[src/rtl/pcie_tag_manager_if.sv]
// Request / completion / status bundle between a requester and the tag manager.
interface pcie_tag_manager_if #(
    parameter int TAG_WIDTH = 5,
    parameter int HDR_WIDTH = 32
);
    logic                 req_valid;
    logic [HDR_WIDTH-1:0] req_hdr;
    logic                 req_ready;
    logic [TAG_WIDTH-1:0] req_tag;
    logic                 cpl_valid;
    logic [TAG_WIDTH-1:0] cpl_tag;
    logic                 cpl_last;
    logic                 flush;
    logic [HDR_WIDTH-1:0] cpl_hdr;
    logic [TAG_WIDTH:0]   outstanding;
    logic                 full;
    logic                 empty;
    logic                 unexp_cpl;

    modport master (
        output req_valid, req_hdr, cpl_valid, cpl_tag, cpl_last, flush,
        input  req_ready, req_tag, cpl_hdr, outstanding, full, empty, unexp_cpl
    );

    modport slave (
        input  req_valid, req_hdr, cpl_valid, cpl_tag, cpl_last, flush,
        output req_ready, req_tag, cpl_hdr, outstanding, full, empty, unexp_cpl
    );
endinterface

[src/rtl/pcie_tag_manager.sv]
// Non-posted request tag allocator: grants the lowest free tag, keeps the
// request header per tag, and frees the tag on the final completion.
module pcie_tag_manager #(
    parameter int TAG_WIDTH = 5,
    parameter int HDR_WIDTH = 32
) (
    input  logic                clk,
    input  logic                reset_n,
    pcie_tag_manager_if.slave   bus
);
    localparam int                 NUM_TAGS   = 1 << TAG_WIDTH;
    localparam logic [TAG_WIDTH:0] NUM_TAGS_C = (TAG_WIDTH + 1)'(NUM_TAGS);
    localparam logic [TAG_WIDTH:0] ONE_C      = (TAG_WIDTH + 1)'(1);

    logic [NUM_TAGS-1:0]  busy;
    logic [NUM_TAGS-1:0]  busy_next;
    logic [HDR_WIDTH-1:0] hdr_mem [NUM_TAGS];
    logic [TAG_WIDTH:0]   outstanding_q;
    logic [TAG_WIDTH:0]   outstanding_next;
    logic                 unexp_q;
    logic [TAG_WIDTH-1:0] grant_tag;
    logic                 full_w;
    logic                 alloc;
    logic                 release_hit;
    logic                 unexp_hit;

    // Lowest-index free tag from the registered bitmap only, so a tag freed
    // this cycle cannot be handed out until the next one.
    always_comb begin
        grant_tag = '0;
        for (int i = NUM_TAGS - 1; i >= 0; i--) begin
            if (!busy[i]) grant_tag = i[TAG_WIDTH-1:0];
        end
    end

    assign full_w      = (outstanding_q == NUM_TAGS_C);
    assign alloc       = bus.req_valid && !full_w;
    assign release_hit = bus.cpl_valid && bus.cpl_last && busy[bus.cpl_tag];
    assign unexp_hit   = bus.cpl_valid && !busy[bus.cpl_tag];

    // Next bitmap: allocation and release always hit different tags, since one
    // picks a clear bit and the other requires a set bit.
    always_comb begin
        busy_next = busy;
        if (alloc)       busy_next[grant_tag]   = 1'b1;
        if (release_hit) busy_next[bus.cpl_tag] = 1'b0;
    end

    // Next outstanding count; a simultaneous allocate and release cancel out.
    always_comb begin
        outstanding_next = outstanding_q;
        case ({alloc, release_hit})
            2'b10:   outstanding_next = outstanding_q + ONE_C;
            2'b01:   outstanding_next = outstanding_q - ONE_C;
            default: outstanding_next = outstanding_q;
        endcase
    end

    // Control state; flush overrides every other same-cycle event.
    always_ff @(posedge clk or negedge reset_n) begin
        if (!reset_n) begin
            busy          <= '0;
            outstanding_q <= '0;
            unexp_q       <= 1'b0;
        end else if (bus.flush) begin
            busy          <= '0;
            outstanding_q <= '0;
            unexp_q       <= 1'b0;
        end else begin
            busy          <= busy_next;
            outstanding_q <= outstanding_next;
            unexp_q       <= unexp_hit;
        end
    end

    // Header store is never cleared; entries of free tags are stale by design.
    always_ff @(posedge clk) begin
        if (alloc && !bus.flush) hdr_mem[grant_tag] <= bus.req_hdr;
    end

    assign bus.req_ready   = !full_w;
    assign bus.req_tag     = grant_tag;
    assign bus.cpl_hdr     = hdr_mem[bus.cpl_tag];
    assign bus.outstanding = outstanding_q;
    assign bus.full        = full_w;
    assign bus.empty       = (outstanding_q == '0);
    assign bus.unexp_cpl   = unexp_q;
endmodule

[src/flat_wrapper.sv]
// flat-port wrapper written by rule: the top's interface ports become plain ports
module pcie_tag_manager_flat 
#(
    parameter int TAG_WIDTH = 5,
    parameter int HDR_WIDTH = 32
)
  (clk, reset_n, bus_req_valid, bus_req_hdr, bus_cpl_valid, bus_cpl_tag, bus_cpl_last, bus_flush, bus_req_ready, bus_req_tag, bus_cpl_hdr, bus_outstanding, bus_full, bus_empty, bus_unexp_cpl);
  pcie_tag_manager_if #(.TAG_WIDTH(TAG_WIDTH), .HDR_WIDTH(HDR_WIDTH)) bus_i ();
  input  logic clk;
  input  logic reset_n;
  input wire logic [$bits(bus_i.req_valid)-1:0] bus_req_valid;
  input wire logic [$bits(bus_i.req_hdr)-1:0] bus_req_hdr;
  input wire logic [$bits(bus_i.cpl_valid)-1:0] bus_cpl_valid;
  input wire logic [$bits(bus_i.cpl_tag)-1:0] bus_cpl_tag;
  input wire logic [$bits(bus_i.cpl_last)-1:0] bus_cpl_last;
  input wire logic [$bits(bus_i.flush)-1:0] bus_flush;
  output wire logic [$bits(bus_i.req_ready)-1:0] bus_req_ready;
  output wire logic [$bits(bus_i.req_tag)-1:0] bus_req_tag;
  output wire logic [$bits(bus_i.cpl_hdr)-1:0] bus_cpl_hdr;
  output wire logic [$bits(bus_i.outstanding)-1:0] bus_outstanding;
  output wire logic [$bits(bus_i.full)-1:0] bus_full;
  output wire logic [$bits(bus_i.empty)-1:0] bus_empty;
  output wire logic [$bits(bus_i.unexp_cpl)-1:0] bus_unexp_cpl;
  assign bus_i.req_valid = bus_req_valid;
  assign bus_i.req_hdr = bus_req_hdr;
  assign bus_i.cpl_valid = bus_cpl_valid;
  assign bus_i.cpl_tag = bus_cpl_tag;
  assign bus_i.cpl_last = bus_cpl_last;
  assign bus_i.flush = bus_flush;
  assign bus_req_ready = bus_i.req_ready;
  assign bus_req_tag = bus_i.req_tag;
  assign bus_cpl_hdr = bus_i.cpl_hdr;
  assign bus_outstanding = bus_i.outstanding;
  assign bus_full = bus_i.full;
  assign bus_empty = bus_i.empty;
  assign bus_unexp_cpl = bus_i.unexp_cpl;
  pcie_tag_manager #(.TAG_WIDTH(TAG_WIDTH), .HDR_WIDTH(HDR_WIDTH)) u_core (.clk(clk), .reset_n(reset_n), .bus(bus_i));
endmodule
[config.mk]
export PLATFORM = sky130hd
export DESIGN_NAME = pcie_tag_manager_flat
export DESIGN_NICKNAME = d
export VERILOG_FILES = /design/src/rtl/pcie_tag_manager_if.sv /design/src/rtl/pcie_tag_manager.sv /design/src/flat_wrapper.sv
export SDC_FILE = /design/constraint.sdc
export NUM_CORES = 1
export LEC_CHECK = 0
export CAP_MARGIN = 0
export CORE_ASPECT_RATIO = 1.1
export CORE_MARGIN = 2
export CORE_UTILIZATION = 24
export DETAILED_ROUTE_END_ITERATION = 16
export HOLD_SLACK_MARGIN = 0.05
export PLACE_DENSITY = 0.42
export REMOVE_ABC_BUFFERS = 1
export SYNTH_ARGS = -nofsm -noshare
export SYNTH_HDL_FRONTEND = slang
export SYNTH_SLANG_ARGS = --single-unit
[constraint.sdc]
create_clock -name clk -period 7.42 [get_ports clk]
set_input_delay 1.113 -clock clk [delete_from_list [all_inputs] [get_ports clk]]
set_output_delay 1.113 -clock clk [all_outputs]
set_load 0.01 [all_outputs]
## Word-level counts from Yosys, hierarchy flattened

Memories as Yosys holds them, arrays and structs flattened.
Index checks and enable logic that the tools add are counted.

| word-level totals | value |
|---|---|
| bits in registers | 39 |
| memory bits (writable) | 1,024 |
| input port bits | 43 |
| output and inout bits | 47 |
| word-level logic and storage cells | 74 |
| memories kept | 1 |

Memory list:

| name | depth | bits a word | read ports | clocked after Yosys merged registers in | wr ports | line | RTL |
|---|---|---|---|---|---|---|---|
| u_core.hdr_mem | 32 | 32 | 1 | 0 | 1 | pcie_tag_manager.sv:17 | `logic [HDR_WIDTH-1:0] hdr_mem [NUM_TAGS];` |

| cells by class | value |
|---|---|
| $add $sub $neg | 2 |
| magnitude comparators | 4 |
| equality and inequality tests | 3 |
| multiplexer cells | 46 |
| bitwise gates (word level) | 3 |
| reduce and logical (&&, ||, !) cells | 12 |

Operators by type and width:

| operator | number |
|---|---|
| $mux 5 | 32 |
| $mux 32 | 3 |
| $and 32x32->32 | 1 |
| $not 32->32 | 1 |
| $or 32x32->32 | 1 |
| $lt 5x6->1 const B | 2 |
| $pmux 6 s2 | 1 |
| $demux 1 s5 | 2 |
| $ge 5x1->1 const B | 2 |
| $logic_and 1x1->1 | 7 |
| $add 6x1->6 const B | 1 |
| $eq 6x6->1 const B | 1 |
| $logic_not 6->1 | 1 |
| $mux 1 | 6 |
| $mux 6 | 1 |
| $sub 6x1->6 const B | 1 |
| $bmux 1 s5 | 1 |
| $logic_not 1->1 | 3 |
| $reduce_bool 3->1 | 1 |
| $eq 2x1->1 const B | 1 |
| $eq 2x2->1 const B | 1 |

## Longest topological paths before layout

Gate-level depths: netlist (run 1).

| depth | value |
|---|---|
| depth after elaboration | 41 |
| mapped depth | 15 |
| depth with buffers taken out | 13 |

## Least setup slack after synthesis (run 1)

OpenSTA, ideal clock, no wires.

| timing | value |
|---|---|
| path kind | in2reg |
| start | input bus_cpl_tag[1] |
| end | memory u_core.hdr_mem[1][0], enable pin |
| setup time | 0.450 ns |
| arrival | 4.570 ns |
| required time | 6.970 ns |
| setup slack | 2.399 ns |
| stages on the path | 9 |
| path buffers | 2 |
| cell sequence | buf_6 buf_8 mux2i_1 o32ai_1 nor4_4 a41oi_4 nand2_1 nor2_2 a2111oi_2 |

RTL lines:

| item | line | RTL |
|---|---|---|
| start: declaration | flat_wrapper.sv:14 | `input wire logic [$bits(bus_i.cpl_tag)-1:0] bus_cpl_tag;` |
| end: declaration | pcie_tag_manager.sv:17 |  |

## Worst setup path after layout (run 1)

| timing | value |
|---|---|
| start | input bus_cpl_tag[4] |
| end | output bus_cpl_hdr[26] |

| between the ends | value |
|---|---|
| longest elaborated chain between the ends | 1 |

Ends and longest elaborated chain:

| item | line | RTL |
|---|---|---|
| $mem_v2 32x32 | - |  |
| end: declaration | flat_wrapper.sv:19 | `output wire logic [$bits(bus_i.cpl_hdr)-1:0] bus_cpl_hdr;` |

Every way passes these cells.

==> summary by stage, run 1 <==
Detailed routing
After detailed routing, the met2 layer carries 59700 um of wire. The highest metal layer with signal wires is met4. The aggregate routed wire length is 123000 um. The met3 wire length is 6110 um.

The number of antenna-violating nets in the routed design is 0. For this block, the via count after detailed routing is 20400. The wire length per cell is 28.0 um. The total DRC errors in the routed layout is 0. The first-pass iteration count of the detailed router is 5.

For this block, the initial DRC count from the detailed router was 1976. In the final routing, the length of wire on met1 measures 54400 um. After detailed routing, the number of vias per cell comes to 4.66.

Timing
The part of the cycle the worst path needs is 0.739. Setup repair after global routing left no endpoint under its margin. Static timing analysis puts the maximum clock frequency at 182 MHz. The final number of max-transition violations came to 0. Setup violations remaining at the end of the flow were counted as 0.

The clock tree skew after final layout is 26.0 ps. At the pin with the least slew margin, the transition time is 1250 ps. The time the final worst path needs with I/O delays and setup is 5480 ps. The final-report hold violation count is 0. The setup TNS is 0 ps. The headroom to the max-slew limit is 0.165.

Synthesis
After synthesis the cells add up to 41200 um2. The proportion of synthesized chip area in sequential cells is 0.770. In this run the mean area of a mapped cell was 21.9 um2.

After technology mapping, the gate count stands at 1884. The count of cell types in the netlist is 77. The share of flip-flops with an asynchronous set or reset is 0.0367. The number of enable flip-flop cells after synthesis is 1024.

Yosys printed 0 warnings. Counting flops and latches in the post-synthesis netlist gives 1063. The most used flip-flop cell after synthesis is sky130_fd_sc_hd__edfxtp_1.

Power
Of the total power, combinational logic draws 0.049. In this run the static leakage power is 14.6 nW. Of the total power, registers draw 0.531. The proportion of power drawn by the clock network is 0.419.

Cell internal power was estimated by the tool at 9.78 mW. The peak supply drop is 0.192 mV. In this run the power density over the cells is 256 nW/um2.

Summed over all nets, the switching power comes to 2.66 mW. Of the total power, the share spent switching nets is 0.214.

CTS
The count of H-tree levels built during CTS is 3. The CTS buffer count is 109. The number of buffers on the longest clock path is 3. The worst-skew pair later-pin latency is 720 ps.

The CTS tree is built. The number of gates resized after CTS was 0. After clock tree synthesis, the clock-pin slew on the worst setup and hold paths is 60 ps.

After clock tree synthesis, the setup repair step added 0 buffers. The count of hold buffers inserted by post-cts repair is 0. Clock tree synthesis found a total of 1063 sinks. The CTS root buffer is sky130_fd_sc_hd__clkbuf_16.

Setup path
Counting both buffers and inverters, the worst setup path holds a total of 3. The largest single stage delay on the critical path is 720 ps. Traced cell by cell, the critical path runs through clkdlybuf4s50_1 -> nand2b_1 -> nor2_4 -> buf_4 -> a22oi_1 -> nand4_1 -> clkdlybuf4s50_1.

The maximum fanout encountered on the critical timing path is 17. The cell that appears most often on the critical path is sky130_fd_sc_hd__clkdlybuf4s50_1. The family with the most delay on the worst path is buffers and inverters.

The destination of the worst register-to-register timing path is u_core.hdr_mem[31][8]$_DFFE_PP_. The slowest stage cell on the critical path is sky130_fd_sc_hd__clkdlybuf4s50_1. The logic depth of the worst register-to-register path is 7. The most critical setup path has its startpoint at bus_cpl_tag[4]. The worst setup path is captured at an output port. The required time reported for the critical path endpoint is 6310 ps.

The type of the setup path with the least slack is in -> out. STA classifies the critical path startpoint as an input pin. In this run the critical register-to-register path is launched from u_core.busy[0]$_DFF_PN0_. STA puts the critical path data arrival time at 4370 ps. The register-to-register setup slack is 2630 ps.

Placement
The HPWL after detailed placement is 68100 um. The count of buffers added on input and output ports is 89. The cell area after placement is 45300 um2. The congestion estimate from routability-driven global placement came to 0.751.

Layout
Relative to the synthesized area, the layout overhead comes to 18.0%. After routing the design area is 48600 um2. After the last flow step, the layout net total stands at 2097. The proportion of layout cells with a drive suffix above 1 is 0.259.

Worst hold path
The min-delay analysis places its worst path in the category in -> async.

Global route
The initial antenna violation count is 3. The total global-route track usage is 0.140. The via count of the first global-routing pass came to 21400. The first global-routing pass estimated 171000 um of wire. After global routing the overflow that remains totals 0. Entering global routing, the biggest net connects 73 pins.

Floorplan
In this run the count of I/O pins placed on the die edge is 90. The die footprint is 175000 um2. The core box area is 171000 um2.

The initial utilization of the core area, before any placement, comes to 0.241. The horizontal extent of the die is 399 um. Row generation in the floorplan step produced 159 rows. Measured along the y axis, the die boundary spans 439 um.

Outcome
The run finished with clean final reports.

Run
Max-cap violations in this run came to 0.
[synthesized netlist by cell type (2+ instances only)]
cell type                      n  share of area
sky130_fd_sc_hd__nand2_1      23         0.0021
sky130_fd_sc_hd__mux2_2        3        0.00082
sky130_fd_sc_hd__and3_1        5        0.00076
sky130_fd_sc_hd__o32ai_1       2        0.00043
sky130_fd_sc_hd__nand4_1      42         0.0064
sky130_fd_sc_hd__dfrtp_1      39          0.024
sky130_fd_sc_hd__o2111ai_1     5         0.0011
sky130_fd_sc_hd__buf_6         2        0.00055
sky130_fd_sc_hd__nand2b_1     11         0.0017
sky130_fd_sc_hd__xnor2_1       3        0.00064
sky130_fd_sc_hd__edfxtp_1   1024           0.75
sky130_fd_sc_hd__o221ai_1      3        0.00064
sky130_fd_sc_hd__a211oi_1     16         0.0029
sky130_fd_sc_hd__inv_2         2        0.00018
sky130_fd_sc_hd__clkbuf_1     54         0.0049
sky130_fd_sc_hd__nand3_1       4        0.00049
sky130_fd_sc_hd__buf_2        29         0.0035
sky130_fd_sc_hd__nor2b_1       4        0.00061
sky130_fd_sc_hd__a221oi_1      3        0.00064
sky130_fd_sc_hd__nand3b_1      4        0.00073
sky130_fd_sc_hd__or2_2         2        0.00030
sky130_fd_sc_hd__a31oi_1       4        0.00061
sky130_fd_sc_hd__nor3b_1       4        0.00073
sky130_fd_sc_hd__buf_4         3        0.00055
sky130_fd_sc_hd__nor4_1        5        0.00076
sky130_fd_sc_hd__buf_1        13         0.0012
sky130_fd_sc_hd__a21oi_1      33         0.0040
sky130_fd_sc_hd__mux2i_1      21         0.0051
sky130_fd_sc_hd__a22oi_1     124          0.023
sky130_fd_sc_hd__o21ba_2       3        0.00073
sky130_fd_sc_hd__or3_1         2        0.00030
sky130_fd_sc_hd__inv_1         9        0.00082
sky130_fd_sc_hd__a211oi_2     15         0.0046
sky130_fd_sc_hd__a21o_1        2        0.00036
sky130_fd_sc_hd__mux4_2      256           0.14
sky130_fd_sc_hd__ha_1          4         0.0012
sky130_fd_sc_hd__o21ai_0       3        0.00036
sky130_fd_sc_hd__nor2_1       47         0.0043
sky130_fd_sc_hd__nor3_1       15         0.0018
sky130_fd_sc_hd__nor3_2        2        0.00049
sky130_fd_sc_hd__and2_1        3        0.00046
[layout make-up]
cell class              count  area, um2
repair buffers            156       1440
inverters                  11       41.3
clock buffers             132       2880
multi-input cells         708       9280
flip-flops and latches   1063      31700
diodes                      1       2.50
clock inverters            60        448
fillers                 16800     122000
well taps                2254       2820
[cell usage in the layout (no fill, tap or decap), types with 6 or more instances in the layout]
cell	instances
sky130_fd_sc_hd__clkdlybuf4s50_1	85
sky130_fd_sc_hd__edfxtp_1	1024
sky130_fd_sc_hd__clkinv_2	18
sky130_fd_sc_hd__bufinv_16	6
sky130_fd_sc_hd__dfrtp_1	39
sky130_fd_sc_hd__nor3_1	8
sky130_fd_sc_hd__clkinv_1	28
sky130_fd_sc_hd__nand2_1	23
sky130_fd_sc_hd__clkbuf_1	20
sky130_fd_sc_hd__nor3_2	8
sky130_fd_sc_hd__a21oi_1	33
sky130_fd_sc_hd__a211oi_2	15
sky130_fd_sc_hd__inv_1	9
sky130_fd_sc_hd__nand2b_1	11
sky130_fd_sc_hd__nor2_4	29
sky130_fd_sc_hd__clkbuf_16	112
sky130_fd_sc_hd__mux4_2	256
sky130_fd_sc_hd__buf_4	63
sky130_fd_sc_hd__a22oi_1	124
sky130_fd_sc_hd__nand4_1	42
sky130_fd_sc_hd__mux2i_1	21
sky130_fd_sc_hd__a211oi_1	16
sky130_fd_sc_hd__nor2_1	18
[registers in the layout, indices dropped and copies added, names as in the netlist]
signal and count:
u_core.bus.outstanding 6, u_core.bus.unexp_cpl 1, u_core.busy 32, u_core.hdr_mem 1024
[cell families after synthesis]
logic type,synth area share
buffers and inverters,0.0121
AOI/OAI and AO/OA,0.0447
and+or+nand+nor,0.0247
adders and majority gates,0.00170
xor gates and xnor gates,0.00103
muxes,0.146
DFF,0.770
[how the worst max path moves through the flow]
stage / endpoint / slack (ps) / cells past startpoint
CTS: bus_cpl_hdr[26] / 1870 / 7
detailed placement: u_core.bus.outstanding[5]$_DFFE_PN0P_ / 1860 / 15
global route: bus_cpl_hdr[26] / 1790 / 7
global placement: u_core.bus.outstanding[5]$_DFFE_PN0P_ / 1840 / 15
floorplan: u_core.bus.outstanding[5]$_DFFE_PN0P_ / 1580 / 13
finish: bus_cpl_hdr[26] / 1940 / 7
[through the flow]
stage,setup WS [ps],util,hold slack (ps),std cells,total power [mW]
6_report,1940,0.285,554,4385,12.4
5_1_grt,1790,0.285,592,4385,12.9
4_1_cts,1870,0.285,535,4384,12.6
3_5_place_dp,1860,0.265,613,4192,7.37
3_3_place_gp,1840,0.265,603,4192,7.36
2_1_floorplan,1580,-,550,1782,6.97
[power groups by stage]
stage	Clock [mW]	Sequential (mW)	Combinational, mW
after floorplan	0	6.73	0.239
after global placement	0	6.73	0.625
after detailed placement	0	6.74	0.631
after CTS	5.36	6.61	0.632
after global routing	5.59	6.61	0.662
final	5.22	6.61	0.612
[per-layer routing]
layer | track usage | vias up
met4 | 0.0377 | 0
met3 | 0.0257 | 135
met1 | 0.188 | 11300
met2 | 0.230 | 582
li1 | - | 8432
met5 | 0 | -
(Power assumes the default switching activity.)
==> run 2, diff against run 1 <==
- PLACE_DENSITY: 0.42 -> 0.43
- clock period: 7.42 -> 4.9 ns (I/O delays scaled with it)
==> run 2 against run 1 <==
Effect of this change:
- wire length fell by 1.3%
- sequential share of layout area fell by 0.99 points
- flip-flop and latch count did not move
- design area rose by 1.5%
- critical path depth fell by 1
- combinational power rose by 54%
- critical path type unchanged
- die area did not move
==> summary by stage, run 2 (synthesis results as in run 1) <==
Setup path
For the worst setup path, the data arrival time is 3940 ps. Traced cell by cell, the critical path runs through clkdlybuf4s50_1 -> nor3b_2 -> buf_4 -> a22oi_1 -> o2111ai_1 -> clkdlybuf4s50_1. The most used cell along the critical path is sky130_fd_sc_hd__clkdlybuf4s50_1.

The slowest stage cell on the critical path is sky130_fd_sc_hd__clkdlybuf4s50_1. STA classifies the critical path startpoint as an input pin. The maximum fanout encountered on the critical timing path is 37. The worst setup path is captured at an output port. Data on the critical path is required at its endpoint by 4160 ps. The critical path is of the in -> out type.

The delay of the slowest critical-path stage is 840 ps.

Timing
The setup TNS is 0 ps. The clock tree skew after final layout is 38.9 ps. The clock period could shrink to 4680 ps. For this run, the top clock speed supported by timing is 214 MHz. The total of endpoints with negative setup slack in the final report is 0. The final-report hold violation count came to 0.

Headroom to the max-slew limit came out at 0.233. The final number of max-transition violations came to 0. The part of the cycle the worst path needs is 0.954. The slew at the pin with the worst max-slew slack is 1150 ps. Setup repair after global routing left no endpoint under its margin.

Detailed routing
The detail route stage leaves a number of antenna-violating nets equal to 0. The number of design-rule violations left by the first detailed-router iteration is 1768. For this run, the detailed router's first-pass iteration total came to 5.

The ratio of routed vias to standard cells is 4.67. In the final routed layout, each cell accounts on average for 27.5 um. After detailed routing, the number of remaining DRC violations is 0.

The total number of vias is 20600. The final layout contains routed wiring with a total length of 121000 um.

Global route
The initial antenna violation count is 9. The via count of the first global-routing pass is 21500. Entering global routing, the biggest net connects 69 pins. The total global-route track usage is 0.137.

The first-pass GRT wire length is 169000 um. The remaining global-route overflow is 0.

Outcome
The flow ran to the end, and the final reports show no timing, DRC or antenna violations.

Placement
Once placement completed, the tool counted placed cells totaling 4206. The HPWL after detailed placement is 64700 um. Routability-driven placement finished with a final weighted congestion of 0.764. The count of buffers added on input and output ports is 89.

Floorplan
The die footprint is 175000 um2. The initialized floorplan defines 159 standard-cell rows. The die is 439 um tall. The region available for standard cell placement spans 171000 um2. The number of primary I/O pins is 90. The horizontal extent of the die is 399 um. For this configuration, the core starts out at a cell density of 0.241.

Power
In this run the power density over the cells is 390 nW/um2. The peak supply drop is 0.290 mV. In this run the static leakage power is 14.9 nW.

CTS
CTS built an H-tree with a depth of 3. The cell sitting at the root of the clock tree is a sky130_fd_sc_hd__clkbuf_16. After clock tree synthesis, the setup repair step added 0 buffers. Clock-pin slew was measured on the worst setup and hold paths at 70 ps. The worst-skew pair later-pin latency is 730 ps. TritonCTS created 111 clock buffers.

The number of clock sinks seen by CTS is 1063. The CTS tree is built. The count of instances resized after the clock tree is built is 0. Counting along the longest clock path gives a buffer depth of 3. The count of hold buffers inserted by post-cts repair is 0.

Layout
The repair_antennas step left the layout with diodes totalling 0. In the layout the commonest cells are sky130_fd_sc_hd__edfxtp_1 (1024), sky130_fd_sc_hd__mux4_2 (256), sky130_fd_sc_hd__a22oi_1 (124). The number of flip-flops in the largest register is 1024. u_core.hdr_mem holds more flip-flops than any other register. In the final layout, the share of cells above drive strength 1 is 0.269. Relative to the synthesized area, the layout overhead comes to 19.8%.

The most common cell after layout, fill and taps aside is sky130_fd_sc_hd__edfxtp_1. The number of non-filler instances in the completed layout is 4408. The net count of the finished layout is 2113.

Worst hold path
The worst hold path belongs to the class in -> async.

Run
The number of violations of the max-capacitance limit is 0.
[run 2: area by class of cell]
cell class / count / area, um2
inverters: 11 / 41.3
clock buffers: 135 / 2900
fillers: 16700 / 121000
repair buffers: 170 / 1940
well taps: 2254 / 2820
flip-flops and latches: 1063 / 31700
clock inverters: 67 / 687
multi-input cells: 708 / 9280
[run 2: path summary, 6_finish.rpt]
| path | from | to | slack (ps) | depth (start not counted) |
|---|---|---|---|---|
| setup / recovery | bus_cpl_tag[2] | bus_cpl_hdr[28] | 220 | 6 |
| hold / removal | reset_n | u_core.bus.outstanding[1]$_DFFE_PN0P_ | 150 | 1 |
| setup reg to reg | u_core.busy[11]$_DFF_PN0_ | u_core.hdr_mem[7][7]$_DFFE_PP_ | 730 | 8 |
| hold reg to reg | u_core.bus.outstanding[3]$_DFFE_PN0P_ | u_core.bus.outstanding[3]$_DFFE_PN0P_ | 620 | 2 |
| max in group asynchronous | reset_n | u_core.busy[6]$_DFF_PN0_ | 4110 | 1 |
| min in group clk | bus_flush | u_core.busy[29]$_DFF_PN0_ | 300 | 2 |
[run 2: metal layers]
layer	wire length, um	up-vias	track usage
met1	53400	11400	0.184
li1	-	8480	-
met4	2080	8	0.0321
met5	50	-	0
met3	5990	142	0.0253
met2	59600	565	0.229
[run 2: worst max-delay path: cells and delay by family]
kind            cells  cell delay (ps)
compound gates      2              580
buf+inv             3             2290
simple gates        1              290
[run 2: power breakdown]
group / leakage (nW) / switching, mW / total, mW / internal, mW
clock: 1.76 / 3.51 / 8.34 / 4.82
sequential: 9.75 / 0.0127 / 10.0 / 9.99
combinational: 3.35 / 0.561 / 0.941 / 0.380
[run 2: stage by stage]
step | util | worst slack, ps | hold slack, ps | power [mW] | instance area, um2
2_1_floorplan | - | -561 | 439 | 10.6 | 40800
3_3_place_gp | 0.268 | 290 | 599 | 11.1 | 45800
3_5_place_dp | 0.268 | 250 | 606 | 11.2 | 45800
4_1_cts | 0.289 | 247 | 125 | 19.6 | 49400
5_1_grt | 0.289 | 140 | 193 | 19.9 | 49400
6_report | 0.289 | 224 | 148 | 19.3 | 49400
